$ cat config.mk
export PLATFORM = sky130hd
export DESIGN_NAME = mem_arbiter
export DESIGN_NICKNAME = d
export VERILOG_FILES = /design/src/rtl/mem_arbiter.sv
export SDC_FILE = /design/constraint.sdc
export NUM_CORES = 1
export LEC_CHECK = 0
export CAP_MARGIN = 5
export CORE_AREA = 2 2 197 199
export DETAILED_ROUTE_END_ITERATION = 16
export DIE_AREA = 0 0 199 201
export DONT_BUFFER_PORTS = 1
export SLEW_MARGIN = 25
export SYNTH_ARGS = -nofsm -noshare
export SYNTH_HDL_FRONTEND = slang
export SYNTH_SLANG_ARGS = --single-unit
$ cat constraint.sdc
create_clock -name clk -period 4.8 [get_ports clk]
set_clock_uncertainty 0.1 [all_clocks]
set_input_delay 1.2 -clock clk [delete_from_list [all_inputs] [get_ports clk]]
set_output_delay 1.2 -clock clk [all_outputs]
set_load 0.01 [all_outputs]
$ cat src/rtl/mem_arbiter.sv
// Arbiter sharing one unified memory between the fetch port and the LSU port, one transaction in flight.
// Optional fetch starvation guard is enabled by defining MEM_ARB_STARVE_GUARD_EN.
module mem_arbiter #(
  parameter int ADDR_W       = 64,
  parameter int DATA_W       = 64,
  parameter int STARVE_LIMIT = 4
) (
  input  logic              clk,
  input  logic              rst_n,
  input  logic              i_req_i,
  input  logic [ADDR_W-1:0] i_addr_i,
  output logic              i_gnt_o,
  output logic              i_rvalid_o,
  output logic [31:0]       i_rdata_o,
  input  logic              d_req_i,
  input  logic              d_we_i,
  input  logic [7:0]        d_be_i,
  input  logic [ADDR_W-1:0] d_addr_i,
  input  logic [DATA_W-1:0] d_wdata_i,
  output logic              d_gnt_o,
  output logic              d_rvalid_o,
  output logic [DATA_W-1:0] d_rdata_o,
  output logic              m_req_o,
  output logic              m_we_o,
  output logic [7:0]        m_be_o,
  output logic [ADDR_W-1:0] m_addr_o,
  output logic [DATA_W-1:0] m_wdata_o,
  input  logic              m_gnt_i,
  input  logic              m_rvalid_i,
  input  logic [DATA_W-1:0] m_rdata_i,
  output logic              busy_o
);

  typedef enum logic [1:0] {
    IDLE   = 2'd0,
    WAIT_I = 2'd1,
    WAIT_D = 2'd2
  } state_t;

  state_t state_q;
  logic   addr2_q;
  logic   idle;
  logic   sel_d;
  logic   sel_i;
  logic   force_i;
  logic   i_hs;
  logic   d_hs;

  // Qualifying with rst_n keeps every output at 0 while reset is held, even with requests present.
  assign idle  = rst_n && (state_q == IDLE);
  assign sel_d = idle && d_req_i && !force_i;
  assign sel_i = idle && i_req_i && !sel_d;
  assign d_hs  = sel_d && m_gnt_i;
  assign i_hs  = sel_i && m_gnt_i;

  always_comb begin
    // NOTE: every output is given a default first so no path through this block infers a latch.
    m_req_o   = 1'b0;
    m_we_o    = 1'b0;
    m_be_o    = 8'h00;
    m_addr_o  = '0;
    m_wdata_o = '0;
    if (sel_d) begin
      m_req_o   = 1'b1;
      m_we_o    = d_we_i;
      m_be_o    = d_be_i;
      m_addr_o  = d_addr_i;
      m_wdata_o = d_wdata_i;
    end else if (sel_i) begin
      m_req_o  = 1'b1;
      m_be_o   = 8'hFF;
      m_addr_o = i_addr_i;
    end
  end

  assign i_gnt_o = i_hs;
  assign d_gnt_o = d_hs;

  // Responses are routed in the same cycle; a response arriving in IDLE belongs to nobody.
  assign i_rvalid_o = rst_n && (state_q == WAIT_I) && m_rvalid_i;
  assign d_rvalid_o = rst_n && (state_q == WAIT_D) && m_rvalid_i;
  assign i_rdata_o  = !i_rvalid_o ? 32'h0 :
                      addr2_q     ? m_rdata_i[63:32] : m_rdata_i[31:0];
  assign d_rdata_o  = d_rvalid_o ? m_rdata_i : '0;
  assign busy_o     = (state_q != IDLE);

  // NOTE: sequential state uses non-blocking assignments so every flop samples pre-edge values.
  always_ff @(posedge clk or negedge rst_n) begin
    if (!rst_n) begin
      state_q <= IDLE;
      addr2_q <= 1'b0;
    end else begin
      unique case (state_q)
        IDLE: begin
          if (d_hs) begin
            state_q <= WAIT_D;
          end else if (i_hs) begin
            state_q <= WAIT_I;
            addr2_q <= i_addr_i[2];
          end
        end
        WAIT_I: if (m_rvalid_i) state_q <= IDLE;
        WAIT_D: if (m_rvalid_i) state_q <= IDLE;
        default: state_q <= IDLE;
      endcase
    end
  end

`ifdef MEM_ARB_STARVE_GUARD_EN
  localparam int LIM_W = $clog2(STARVE_LIMIT + 1);
  localparam int CNT_W = (LIM_W > 3) ? LIM_W : 3;

  logic [CNT_W-1:0] starve_q;

  // Counts data grants taken while fetch was waiting; reaching the limit hands the next slot to fetch.
  always_ff @(posedge clk or negedge rst_n) begin
    if (!rst_n) begin
      starve_q <= '0;
    end else if (!i_req_i || i_hs) begin
      starve_q <= '0;
    end else if (d_hs) begin
      starve_q <= starve_q + 1'b1;
    end
  end

  assign force_i = i_req_i && (starve_q == CNT_W'(STARVE_LIMIT));
`else
  // Never true for a legal limit: strict data priority.
  assign force_i = (STARVE_LIMIT < 0);
`endif

endmodule

======== Word-level counts from Yosys, hierarchy flattened ========
Index checks and enable logic that the tools add are counted.
word-level totals
  input bits .............................. 271
  bits in registers ....................... 3
  output and inout bits ................... 239
  word-level logic and storage cells ...... 38
operators by class
  bitwise operators ....................... 1
  eq/ne operators ......................... 4
  muxes and demuxes ....................... 15
  reductions and logical operators ........ 16
operators by type and width
  operator                                                                count
  64-bit two-way mux                                                      4
  32-bit two-way mux                                                      2
  8-bit two-way mux                                                       2
  1-bit logical AND                                                       10
  2-bit two-way mux                                                       3
  2-bit case mux with 2 select lines                                      1
  1-bit two-way mux                                                       3
  3-bit != test (second input constant)                                   1
  3-bit AND reduction                                                     1
  2-bit by 1-bit equality test with 1-bit output (second input constant)  1
  2-bit equality test (second input constant)                             1
  2-bit logical NOT                                                       1
  2-bit by 1-bit != test with 1-bit output (second input constant)        1
  2-bit AND reduction                                                     1
  2-bit nonzero test                                                      1
  2-bit OR reduction                                                      1
  1-bit logical NOT                                                       1
  1-bit NOT                                                               1

======== Longest topological paths before layout ========
  depth in word-level cells ............... 9
  depth in mapped cells ................... 8
  gate-level depth less buffers ........... 5

======== Worst setup path before layout ========
Ideal clock, no wire load.
  kind .................................... input to output
  from .................................... in d_req_i
  to ...................................... out m_addr_o[28]
  data arrival time ....................... 1.988 ns
  cell stages on the path ................. 5
  data required time ...................... 3.500 ns
  path buffers ............................ 3
  path slack .............................. 1.512 ns
  cells stage by stage .................... and3_1 buf_2 buf_6 buf_6 a22o_1
between the ends
  longest elaborated chain between the ends .. 5
RTL lines
  item                  RTL line  text
  from (decl)           15        input logic d_req_i,
  1-bit logical AND *   51        assign sel_d = idle && d_req_i && !force_i;
  1-bit logical NOT     52        assign sel_i = idle && i_req_i && !sel_d;
  1-bit logical AND     52
  64-bit two-way mux    69        end else if (sel_i) begin
  64-bit two-way mux *  63        if (sel_d) begin
  to (decl)             26        output logic [ADDR_W-1:0] m_addr_o,
Every way passes the cells marked *; elsewhere a longest branch is shown, timed or not.

======== Worst setup path in the final report ========
  from .................................... in d_req_i
  to ...................................... out m_addr_o[60]
Same word-level chain as after synthesis.

==> results.json <==
{
  "post_cts_buffers": 0,
  "ys_seq_area_frac": 0.0323,
  "cts_resized": 0,
  "whs_ps": 448,
  "drtPass1Iterations": 4,
  "crit_path_max_incr_delay_ps": 630,
  "avgSynthCellArea_um2": 7.08,
  "gp_congestion": 0.977,
  "layout.nets": 579,
  "cap_violations": 0,
  "io_pins": 510,
  "rows": 72,
  "final_common_cell": "and2_1",
  "initial_core_util": 0.0609,
  "core_um2": 38100,
  "arrival_ps": 2500,
  "final_area_um2": 2970,
  "h-tree-depth": 1,
  "final_cells": 827,
  "slew_headroom": 0.352,
  "setup_viol": 0,
  "syn_nets": 602,
  "clockBufferDepth": 2,
  "power_per_cell_area_nw_per_um2": 308,
  "syn_area_um2": 2320,
  "numClockSinks": 3,
  "layout-drive-gt1-share": 0.0592,
  "cts_tree": "built",
  "crit_path_end_kind": "primary output",
  "ys_types": 24,
  "p_sw_mw": 0.511,
  "rsz0062_at_grt": "false",
  "synth_top_area_cell": "and2_1",
  "ctsRootBufferMaster": "clkbuf_16",
  "wl_per_cell_um": 23.9,
  "finalCritPeriodShare": 0.792,
  "antenna_found_initial": 11,
  "numPortBuffers": 0,
  "via_count": 2680,
  "finalPower_mw": 0.914,
  "reg2reg_slack_ps": 2490,
  "area_growth_syn_to_layout_pct": 27.9,
  "fin_crit_ps": 3800,
  "peakVddDrop_mv": 0.208,
  "hpwl_mm": 17.7,
  "drtIter0Drc": 84,
  "swShare": 0.559,
  "crit_required_ps": 3500,
  "max_slew.worst_pin.slew_ps": 972,
  "syn_inst": 328,
  "finalSetupTns_ps": 0,
  "internal_power_mw": 0.402,
  "fmax_mhz": 263,
  "setup_ws_ps": 998,
  "die_h_um": 201,
  "outcome": "finished, final reports clean",
  "dpl.cell_count": 818,
  "insertion_delay_ps": 220,
  "crit_chain": "and3_4 -> buf_12 -> a22o_1",
  "placed_cell_area_um2": 2880,
  "grt_max_degree": 77,
  "grt_pass1_vias": 2692,
  "finalHoldViolCount": 0,
  "final_util": 0.0779,
  "clkSlewWorstSetupHoldPaths_ps": 30,
  "path_class": "in2out",
  "combPwrFrac": 0.734,
  "drt_wl_total_mm": 19.7,
  "dieArea_um2": 40000,
  "synth_top_area_frac": 0.353,
  "clkPwrFrac": 0.146,
  "leakage_nw": 1.13,
  "ctsHoldBuffers": 0,
  "cp-start-kind": "primary input",
  "grt.overflow.total": 0,
  "slew_violations": 0,
  "drc": 0,
  "dpl_worst_slack_ps": 953,
  "p_seq_frac": 0.120,
  "hp-class": "reg2reg",
  "ys_ff_latch": 3,
  "crit_path_max_fanout": 76,
  "synth_area_leaders": "and2_1 35%, a22o_1 24%, mux2i_1 14%",
  "ys_warn_count": 0,
  "ant_nets": 0,
  "cts_buffers": 3,
  "via_per_inst": 3.24,
  "final_cell_mix": "131 x and2_1, 64 x a22o_1, 32 x mux2i_1, 32 x nor2_1, 8 x a21o_1",
  "grt_pass1_wl_mm": 24.0,
  "slowest_stage": "and3_4",
  "grtUsageTotal": 0.0876,
  "die_x_um": 199
}
==> layer usage <==
layer | routed length [um] | GRT usage | up-vias
met5 | 82 | 0 | -
met4 | 495 | 0.0219 | 12
met3 | 2180 | 0.0272 | 33
met1 | 7310 | 0.0977 | 1238
met2 | 9660 | 0.160 | 308
li1 | - | - | 1089
==> power by group through the flow <==
stage | Clock [mW] | Combinational (mW) | Sequential (mW)
floorplan | 0 | 0.583 | 0.0405
global placement | 0 | 0.678 | 0.108
detailed placement | 0 | 0.685 | 0.111
CTS | 0.136 | 0.690 | 0.111
global route | 0.139 | 0.720 | 0.117
finish | 0.133 | 0.671 | 0.110
==> cell usage after synthesis (all sizes together) <==
cell type	n
ha	3
and2	131
o21ai	2
and4b	1
nand3b	1
inv	4
nand3	1
a22o	64
nor2b	1
o211a	1
mux2	1
clkbuf	15
a211oi	1
mux2i	32
buf	23
a211o	1
and3	2
and3b	1
dfrtp	3
a21o	8
nor2	32
==> area by class of cell <==
class | count | area (um^2)
flip-flops and latches | 3 | 76.3
well taps | 518 | 648
multi-input cells | 283 | 2030
clock buffers | 4 | 78.8
diodes | 5 | 12.5
inverters | 4 | 15.0
repair buffers | 10 | 113
fillers | 4428 | 35100
==> final timing paths <==
kind | start | end | depth (start not counted)
worst max register to register | state_q[0]$_DFFE_PN0P_ | addr2_q$_DFFE_PN0P_ | 5
min in group asynchronous | rst_n | state_q[1]$_DFFE_PN0P_ | 0
worst min register to register | state_q[0]$_DFFE_PN0P_ | state_q[0]$_DFFE_PN0P_ | 1
worst max-delay path | d_req_i | m_addr_o[60] | 3
worst min-delay path | state_q[0]$_DFFE_PN0P_ | state_q[0]$_DFFE_PN0P_ | 1
max in group asynchronous | rst_n | addr2_q$_DFFE_PN0P_ | 0
==> worst max-delay path, delay by kind of cell <==
family	cells	cell delay [ps]
AO/OA/AOI/OAI	1	350
buffers and inverters	1	250
AND/OR/NAND/NOR	1	630
==> state kept, by name, indices dropped and copies added, names as in the netlist <==
| register | flops |
|---|---|
| state_q | 2 |
| addr2_q | 1 |
==> kinds of logic (layout without fill, tap and decap cells) <==
logic type,Yosys count,in the layout,share of synthesized area
simple gates,170,170,0.426
fa+ha+maj,3,3,0.0162
other cells,0,5,0
buf+inv,42,18,0.0992
compound gates,77,77,0.283
mux,33,33,0.143
flops,3,3,0.0323
No activity file was read; power rests on OpenSTA's default activity.
